===== src/rtl/mmio_timer.sv =====
// Memory-mapped countdown timer: CTRL/PRESET/COUNT window, one-shot or
// auto-reload, registered interrupt line for HWInt[0].
module mmio_timer #(
    parameter logic [31:0] BASE_ADDR = 32'h0000_7F00
) (
    input  logic        clk,
    input  logic        reset,
    input  logic [31:0] addr,
    input  logic        we,
    input  logic [3:0]  byteen,
    input  logic [31:0] wdata,
    output logic [31:0] rdata,
    output logic        irq
);

    typedef enum logic [1:0] {
        IDLE = 2'd0,
        LOAD = 2'd1,
        CNT  = 2'd2,
        INT  = 2'd3
    } state_t;

    state_t      state, state_nx;
    logic        en, en_nx;
    logic        im, im_nx;
    logic [1:0]  mode, mode_nx;
    logic        flag, flag_nx;
    logic [31:0] preset, preset_nx;
    logic [31:0] count, count_nx;

    logic in_win;
    logic ctrl_wr;
    logic preset_wr;
    logic ctrl_b0;
    logic unused_bits;

    assign in_win    = addr[31:4] == BASE_ADDR[31:4];
    assign ctrl_wr   = we && in_win && addr[3:2] == 2'b00;
    assign preset_wr = we && in_win && addr[3:2] == 2'b01;
    assign ctrl_b0   = ctrl_wr && byteen[0];
    assign unused_bits = &{1'b0, addr[1:0]};

    always_comb begin
        rdata = '0;
        if (in_win) begin
            case (addr[3:2])
                2'b00:   rdata = {28'd0, im, mode, en};
                2'b01:   rdata = preset;
                2'b10:   rdata = count;
                default: rdata = '0;
            endcase
        end
    end

    always_comb begin
        state_nx  = state;
        en_nx     = en;
        im_nx     = im;
        mode_nx   = mode;
        flag_nx   = flag;
        preset_nx = preset;
        count_nx  = count;

        if (ctrl_b0) begin
            en_nx   = wdata[0];
            mode_nx = (wdata[2:1] == 2'b01) ? 2'b01 : 2'b00;
            im_nx   = wdata[3];
        end
        for (int i = 0; i < 4; i++) begin
            if (preset_wr && byteen[i]) begin
                preset_nx[8*i +: 8] = wdata[8*i +: 8];
            end
        end
        // A CTRL write acknowledges the flag, except one that unmasks it.
        if (ctrl_wr && !(ctrl_b0 && wdata[3] && !im)) begin
            flag_nx = 1'b0;
        end

        case (state)
            IDLE: begin
                if (en_nx) begin
                    state_nx = LOAD;
                end
            end
            LOAD: begin
                count_nx = preset;
                state_nx = CNT;
            end
            CNT: begin
                if (!en_nx) begin
                    state_nx = IDLE;
                end else if (count > 32'd1) begin
                    count_nx = count - 32'd1;
                end else begin
                    count_nx = '0;
                    flag_nx  = 1'b1;
                    state_nx = INT;
                end
            end
            INT: begin
                if (mode == 2'b01) begin
                    flag_nx  = 1'b0;
                    state_nx = LOAD;
                end else begin
                    en_nx    = ctrl_b0 && wdata[0];
                    state_nx = IDLE;
                end
            end
            default: state_nx = IDLE;
        endcase
    end

    always_ff @(posedge clk or negedge reset) begin
        if (!reset) begin
            state  <= IDLE;
            en     <= 1'b0;
            im     <= 1'b0;
            mode   <= 2'b00;
            flag   <= 1'b0;
            preset <= '0;
            count  <= '0;
            irq    <= 1'b0;
        end else begin
            state  <= state_nx;
            en     <= en_nx;
            im     <= im_nx;
            mode   <= mode_nx;
            flag   <= flag_nx;
            preset <= preset_nx;
            count  <= count_nx;
            irq    <= im_nx & flag_nx;
        end
    end

endmodule


===== config.mk =====
export PLATFORM = sky130hd
export DESIGN_NAME = mmio_timer
export DESIGN_NICKNAME = d
export VERILOG_FILES = /design/src/rtl/mmio_timer.sv
export SDC_FILE = /design/constraint.sdc
export NUM_CORES = 1
export LEC_CHECK = 0
export ABC_AREA = 0
export CORE_MARGIN = 2
export CORE_UTILIZATION = 50
export CTS_CLUSTER_SIZE = 12
export DETAILED_ROUTE_END_ITERATION = 6
export HOLD_SLACK_MARGIN = 0.05
export PLACE_DENSITY = 0.81
export SLEW_MARGIN = 0
export SYNTH_ARGS = -nofsm -noshare
export SYNTH_HDL_FRONTEND = slang
export SYNTH_SLANG_ARGS = --single-unit

===== constraint.sdc =====
create_clock -name clk -period 4.8 [get_ports clk]
set_input_delay 0.48 -clock clk [delete_from_list [all_inputs] [get_ports clk]]
set_output_delay 0.48 -clock clk [all_outputs]
set_load 0.005 [all_outputs]

Word-level counts from Yosys, hierarchy flattened
Index checks and enable logic that the tools add are counted.

Output and inout port bits: 33. Word-level logic and storage cells: 64. Bits in registers: 72. Bits of input ports: 71.

Reduce and logical (&&, ||, !) cells: 19. Equality and inequality tests: 11. Bitwise operators: 1. Add/sub/neg operators: 1. Muxes and demuxes: 20. Order comparisons: 1.

Operators with widths (count): $mux 32 (3); $pmux 32 s3 (1); $pmux 32 s2 (1); $gt 32x1->1 const B (1); $sub 32x1->32 const B (1); $eq 28x11->1 const B (1); $logic_and 1x1->1 (12); $mux 1 (10); $eq 2x1->1 const B (4); $pmux 2 s4 (1); $eq 2x2->1 const B (3); $mux 2 (3); $logic_not 2->1 (2); $ne 2x2->1 const B (2); $reduce_and 2->1 (2); $ne 3x3->1 const B (1); $logic_not 1->1 (2); $pmux 1 s2 (1); $reduce_bool 2->1 (1); $and 1x1->1 (1).

Depth between registers and ports, before layout
Gate-level depths: netlist (run 1).

Depth in word-level cells: 13. Depth in mapped cells: 10. Gate-level depth less buffers: 8.

Worst setup path before layout (run 1)
Ideal clock, no wire load.

Kind: reg-to-reg. From: reg count[11]. To: reg count[12]. Setup slack: 2.314 ns. Data arrival time: 2.365 ns. Period minus slack after synthesis: 2.486 ns. Library setup time: 0.121 ns. Cell stages (with the launch flop): 9. Buffers on the path: 2. Path through: dfrtp_1 or4_1 buf_2 or4_4 o31a_1 buf_2 nand3_2 o21ai_1 a22o_1.

Cells in the longest elaborated chain, start to end: 4. Elaborated cells between the ends (all ways): 5.

Ends and longest elaborated chain: from (decl) (RTL line 29) `logic [31:0] count, count_nx;`; from (signal assigned) (RTL line 130) `count <= count_nx;`; $sub 32x1->32 / $gt 32x1->1 (equally long branches) (RTL line 93, 92); $mux 32 (*) (RTL line 92) `end else if (count > 32'd1) begin`; $mux 32 (*) (RTL line 90) `if (!en_nx) begin`; $pmux 32 s2 (*) (RTL line 79) `case (state)`.

Every way passes the cells marked *; elsewhere a longest branch is shown, timed or not. The select of a mux whose other input is x is not followed. A chain may end at the register's enable or synchronous reset.

Worst setup path after layout (run 1)
From: in addr[2]. To: out rdata[19].

Cells in the longest elaborated chain, start to end: 3. Elaborated cells between the ends (all ways): 5.

Ends and longest elaborated chain: from (decl) (RTL line 8) `input logic [31:0] addr,`; $eq 2x2->1, or another cell as far along (RTL line 46) `case (addr[3:2])`; $pmux 32 s3 (*) (RTL line 46); $mux 32 (*) (RTL line 45) `if (in_win) begin`; to (decl) (RTL line 12) `output logic [31:0] rdata,`.

Every way passes the cells marked *; elsewhere a longest branch is shown, timed or not.

==> impl_metrics.tcl, run 1 <==
set metrics [dict create \
    clock_path_buffers 2 \
    grt_pass1_vias 4001 \
    ys_ff_latch 71 \
    drtAntennaViolNets 0 \
    start_kind "input pin" \
    hp-class "in2async" \
    ys.flop_type "dfrtp_1" \
    synth_area_leaders "dfrtp_1 (43%), mux2_2 (8.9%), a22oi_1 (5.8%)" \
    end_kind "output pin" \
    route.detailed.drc 0 \
    globalRouteTotalUtil_pct 26.8 \
    rsz0062_at_grt "false" \
    synth_edf_count 0 \
    routabilityCongestion 0.927 \
    async_reset_ff_share_pct 100 \
    final_cells 666 \
    ff2ff_path_depth 7 \
    yosys_warnings 0 \
    yosysTopAreaCell "dfrtp_1" \
    relSlewSlack_pct 39.8 \
    rrSetupSlack_ns 1.48 \
    drtIter0Drc 256 \
    clkTransAtPathRegs_ns 0.08 \
    design.portCount 104 \
    dp_hpwl_mm 8.15 \
    die_w_um 95.3 \
    cap_violations 0 \
    dpl_cell_area_sq_mm 0.00524 \
    arrival_ns 2.93 \
    skew_ns 0.00954 \
    cts.sinks 71 \
    critPathLaunch "addr[2]" \
    die_y_um 95.3 \
    power.leakage_nw 2.27 \
    io_buffers 101 \
    numCtsBuffers 9 \
    avgSynthCellArea_sq_um 8.87 \
    std_cell_rows 33 \
    required_ns 4.32 \
    final_net_count 629 \
    drtPass1Iterations 5 \
    final_max_slew_viol_count 0 \
    synthToLayoutAreaGrowth_pct 30.3 \
    synthCells 470 \
    final_core_util_pct 66.8 \
    netlist_area_sq_mm 0.00417 \
    num_vias 4037 \
    dieArea_sq_mm 0.00909 \
    h-tree-depth 3 \
    fmax_mhz 294 \
    tritoncts "built" \
    cp_max_fo 16 \
    cellPowerDensity_mw_per_mm2 215 \
    diodes 0 \
    setup_viol 0 \
    dp.cells 650 \
    finalCriticalPeriod_ns 3.41 \
    routed_wirelength_mm 11.4 \
    stdcell_area_sq_mm 0.00543 \
    rr_startpoint "count[11]" \
    overflow 0 \
    tightestPinTransition_ns 0.897 \
    seq_area_frac_synth_pct 42.6 \
    hold_viol_final 0 \
    synth.distinct_cells 52 \
    endpoint "rdata[19]" \
    core_sq_mm 0.00813 \
    worstSetupPathType "in2out" \
    viasPerCell 6.06 \
    grt_pass1_wl_mm 19.0 \
    root_buffer "clkbuf_8" \
    fin_setup_tns_ns 0 \
    post_cts_buffers 0 \
    grt_max_degree 48 \
    synth_nets 543 \
    cts_resized 0 \
    r2r-end "count[7]" \
    status "finished clean" \
    peakVddDrop_mv 0.156 \
    synth_top_area_share_pct 42.6 \
    antenna_found_initial 0 \
    start_util_pct 51.3 \
    clock_latency_ns 0.35 \
    drive_above_1_share_pct 12.3 \
    hold_buffers 0 \
    fin_crit_sh_pct 71.0 \
    routedWlPerCell_um 17.2 \
]
power breakdown:
| part | switching, mW | internal, mW |
|---|---|---|
| clock | 0.232 | 0.251 |
| combinational | 0.0347 | 0.0542 |
| sequential | 0.0000000129 | 0.598 |
| total | 0.267 | 0.903 |
registers in the layout (all words and copies together) (netlist names):
register,cells
flag,1
state,2
im,1
preset,32
mode,1
en,1
count,32
irq,1
critical path, cell delays in order:
cell and delay [ns]:
clkdlybuf4s50_1 0.66, nor2b_2 0.66, buf_4 0.35, a22oi_1 0.12, nor2_1 0.12, clkdlybuf4s50_1 0.54
cells in the final DEF (no fill, tap or decap), types with 7 or more instances in the layout:
master	n
a22oi_1	32
buf_4	8
clkdlybuf4s50_1	100
nor4_1	14
clkbuf_8	10
o21ai_1	34
a21oi_1	26
dfrtp_1	71
mux2_2	33
o21ai_0	12
o211ai_1	7
inv_1	7
nor2_1	63
nand2_1	37
nor3_1	11
routing by layer:
| metal | vias up | track usage (%) | wire (um) |
|---|---|---|---|
| li1 | 1905 | - | - |
| met1 | 1940 | 34.6 | 4840 |
| met2 | 176 | 45.1 | 5680 |
| met3 | 16 | 5.38 | 744 |
| met4 | 0 | 8.57 | 157 |
| met5 | - | 0 | 0 |
stage by stage:
stage                     total power, mW  setup WS [ns]  hold slack, ns
final                                1.17           1.39           0.111
after global routing                 1.21           1.31           0.146
after CTS                            1.17           1.41           0.127
after detailed placement            0.699           1.41           0.496
after global placement              0.697           1.47           0.494
after floorplan                     0.624           2.31           0.184
worst min-delay path by stage:
stage,startpoint,to,slack (ns)
after floorplan,reset,count[0],0.18
after global placement,reset,preset[9],0.49
after detailed placement,reset,preset[9],0.50
after CTS,reset,preset[9],0.13
after global routing,reset,preset[8],0.15
final,reset,count[12],0.11
synth_stat cells (all sizes together) (7+ instances only):
cell    instances
dfrtp          71
nor2           63
o21ai          46
nand2          37
mux2           33
a22oi          32
a21oi          26
clkbuf         24
nor4           14
nor3           11
buf            10
inv             7
nand3           7
o211ai          7
layout make-up:
cell class | count | area [sq um]
fillers | 676 | 2700
multi-input cells | 358 | 2240
flip-flops and latches | 71 | 1780
repair buffers | 109 | 1070
clock buffers | 10 | 138
well taps | 105 | 131
clock inverters | 6 | 60.1
inverters | 7 | 26.3
kinds of logic after synthesis:
logic type / share of synthesized area (%)
buffers and inverters: 4.20
and+or+nand+nor: 21.8
AOI/OAI and AO/OA: 20.9
adders and majority gates: 0.600
DFF: 42.6
muxes: 9.87
Power figures use the tool's default switching activity.
==> run 2, diff against run 1 <==
==> constraint.sdc (replaced) <==
create_clock -name clk -period 3.5 [get_ports clk]
set_input_delay 0.35 -clock clk [delete_from_list [all_inputs] [get_ports clk]]
set_output_delay 0.35 -clock clk [all_outputs]
set_load 0.005 [all_outputs]
==> run 2 against run 1 <==
Against the previous run:
- power up 41%
- via count increased by 1.3%
- non-clock buffer count is 3 higher
- register-to-register slack worse by 0.99 ns
==> impl_metrics.tcl, run 2 (synthesis gave the netlist of run 1 again) <==
set metrics [dict create \
    drtIter0Drc 308 \
    route.detailed.drc 0 \
    h-tree-depth 3 \
    numCtsBuffers 9 \
    clock_path_buffers 2 \
    diodes 0 \
    clkPwrFrac_pct 42.9 \
    path_cells "or4_1 > or4_4 > o31a_1 > nand2_1 > o211ai_1" \
    r2r-end "count[19]" \
    post_cts_buffers 0 \
    crit_path_max_incr_delay_ns 0.65 \
    final_net_count 632 \
    rr_startpoint "count[11]" \
    drive_above_1_share_pct 12.4 \
    cap_violations 0 \
    p_sw_share_pct 21.5 \
    synthToLayoutAreaGrowth_pct 31.6 \
    hold_buffers 1 \
    finalCriticalPeriod_ns 3.01 \
    final_common_cell "clkdlybuf4s50_1" \
    cp_max_fo 13 \
    core_sq_mm 0.00813 \
    relSlewSlack_pct 43.4 \
    die_w_um 95.3 \
    fin_setup_tns_ns 0 \
    start_kind "flop" \
    critPathLaunch "count[11]" \
    required_ns 3.70 \
    cts.sinks 71 \
    cp_num_buf_inv 0 \
    drtPass1Iterations 5 \
    dieArea_sq_mm 0.00909 \
    viasPerCell 6.11 \
    dp.cells 652 \
    combPwrFrac_pct 7.4 \
    start_util_pct 51.3 \
    status "finished clean" \
    rsz0062_at_grt "false" \
    path_delay_family "simple AND/OR/NAND/NOR gates" \
    design.portCount 104 \
    hold_viol_final 0 \
    power.leakage_nw 2.29 \
    internal-power_mw 1.29 \
    use_met2_pct 45.8 \
    grt_pass1_wl_mm 19.1 \
    ff2ff_path_depth 5 \
    globalRouteTotalUtil_pct 26.8 \
    skew_ns 0.00833 \
    cts_resized 0 \
    final_max_slew_viol_count 0 \
    endpoint "count[19]" \
    routabilityCongestion 0.904 \
    grt-busiest-layer "met2" \
    rrSetupSlack_ns 0.49 \
    nFillCells 655 \
    grt_use_met3_pct 4.19 \
    top_regs "count (32), preset (32), state (2)" \
    grt_pass1_vias 3890 \
    use_met1_pct 35.2 \
    std_cell_rows 33 \
    routed_wirelength_mm 11.6 \
    fmax_mhz 332 \
    io_buffers 101 \
    cellPowerDensity_mw_per_mm2 301 \
    dp_hpwl_mm 8.22 \
    arrival_ns 3.22 \
    clkTransAtPathRegs_ns 0.07 \
    drtAntennaViolNets 0 \
    root_buffer "clkbuf_8" \
    fin_crit_sh_pct 86.1 \
    routedWlPerCell_um 17.3 \
    die_y_um 95.3 \
    antenna_found_initial 0 \
    peakVddDrop_mv 0.238 \
    overflow 0 \
    layout_common_cells "clkdlybuf4s50_1 (100), dfrtp_1 (71), nor2_1 (63), nand2_1 (37), o21ai_1 (34)" \
    tightestPinTransition_ns 0.842 \
    p_seq_share_pct 49.7 \
    crit_cells 5 \
    worstSetupPathType "reg2reg" \
    clock_latency_ns 0.35 \
    p_switching_mw 0.355 \
    grt_max_degree 48 \
    hp-class "in2async" \
    setup_viol 0 \
    final_cells 669 \
    num_vias 4089 \
    cp_slowest_cell "or4_1" \
    tritoncts "built" \
    end_kind "flop" \
]
==> run 2: changes by cell type in the layout (fill, tap and decap cells not counted), sizes merged <==
| cell | delta |
|---|---|
| buf | +2 |
| dlygate4sd3 | +1 |
| clkinv | -1 |
| bufinv | +1 |
==> run 2: cell type report <==
class / instances / area (sq um) / area share, %
clock buffer: 10 / 128 / 2.33
multi-input combinational: 358 / 2240 / 40.8
tap: 105 / 131 / 2.39
inverter: 7 / 26.3 / 0.479
sequential: 71 / 1780 / 32.4
timing repair buffer: 112 / 1100 / 20.1
clock inverter: 6 / 85.1 / 1.55
==> run 2: per-layer routing <==
| metal | up-vias | wire length, um |
|---|---|---|
| met3 | 19 | 720 |
| met1 | 1982 | 4910 |
| met4 | 0 | 119 |
| li1 | 1914 | - |
| met5 | - | 0 |
| met2 | 174 | 5830 |
==> run 2: how the worst min path moves through the flow <==
stage / from / endpoint / slack, ns / depth (start not counted)
final: reset / preset[8] / 0.53 / 2
after global routing: preset[29] / count[29] / 0.56 / 2
after CTS: flag / flag / 0.53 / 2
after detailed placement: reset / preset[8] / 0.38 / 1
after global placement: reset / preset[9] / 0.36 / 1
after floorplan: reset / count[0] / 0.05 / 0
==> run 2: power groups by stage <==
stage	Sequential [mW]	Clock, mW	Combinational, mW
after floorplan	0.836	0	0.0196
after global placement	0.836	0	0.120
after detailed placement	0.836	0	0.122
after CTS	0.820	0.716	0.123
after global routing	0.819	0.747	0.132
final	0.820	0.707	0.122
==> run 2: worst reg2reg max path, cell delays in order, from the launching register on <==
cell	delay, ns
dfrtp_1	0.42
or4_1	0.65
or4_4	0.63
o31a_1	0.51
nand2_1	0.50
o211ai_1	0.18
==> run 2: per-stage QoR <==
step | hold slack (ns) | worst slack [ns] | utilization (%) | instance area [sq um] | power [mW]
after floorplan | 0.0544 | 1.01 | - | 4170 | 0.856
after global placement | 0.365 | 0.563 | 64.7 | 5260 | 0.955
after detailed placement | 0.377 | 0.516 | 64.7 | 5260 | 0.958
after CTS | 0.527 | 0.516 | 67.5 | 5490 | 1.66
after global routing | 0.556 | 0.292 | 67.5 | 5490 | 1.70
final | 0.529 | 0.485 | 67.5 | 5490 | 1.65
==> run 3, diff against run 2 <==
--- a/config.mk
+++ b/config.mk
@@ -16,3 +16,4 @@
 export SYNTH_ARGS = -nofsm -noshare
 export SYNTH_HDL_FRONTEND = slang
 export SYNTH_SLANG_ARGS = --single-unit
+export TNS_END_PERCENT = 50
==> results of run 3 <==
Same layout as run 2: the final DEF is identical, and so are final timing and power.
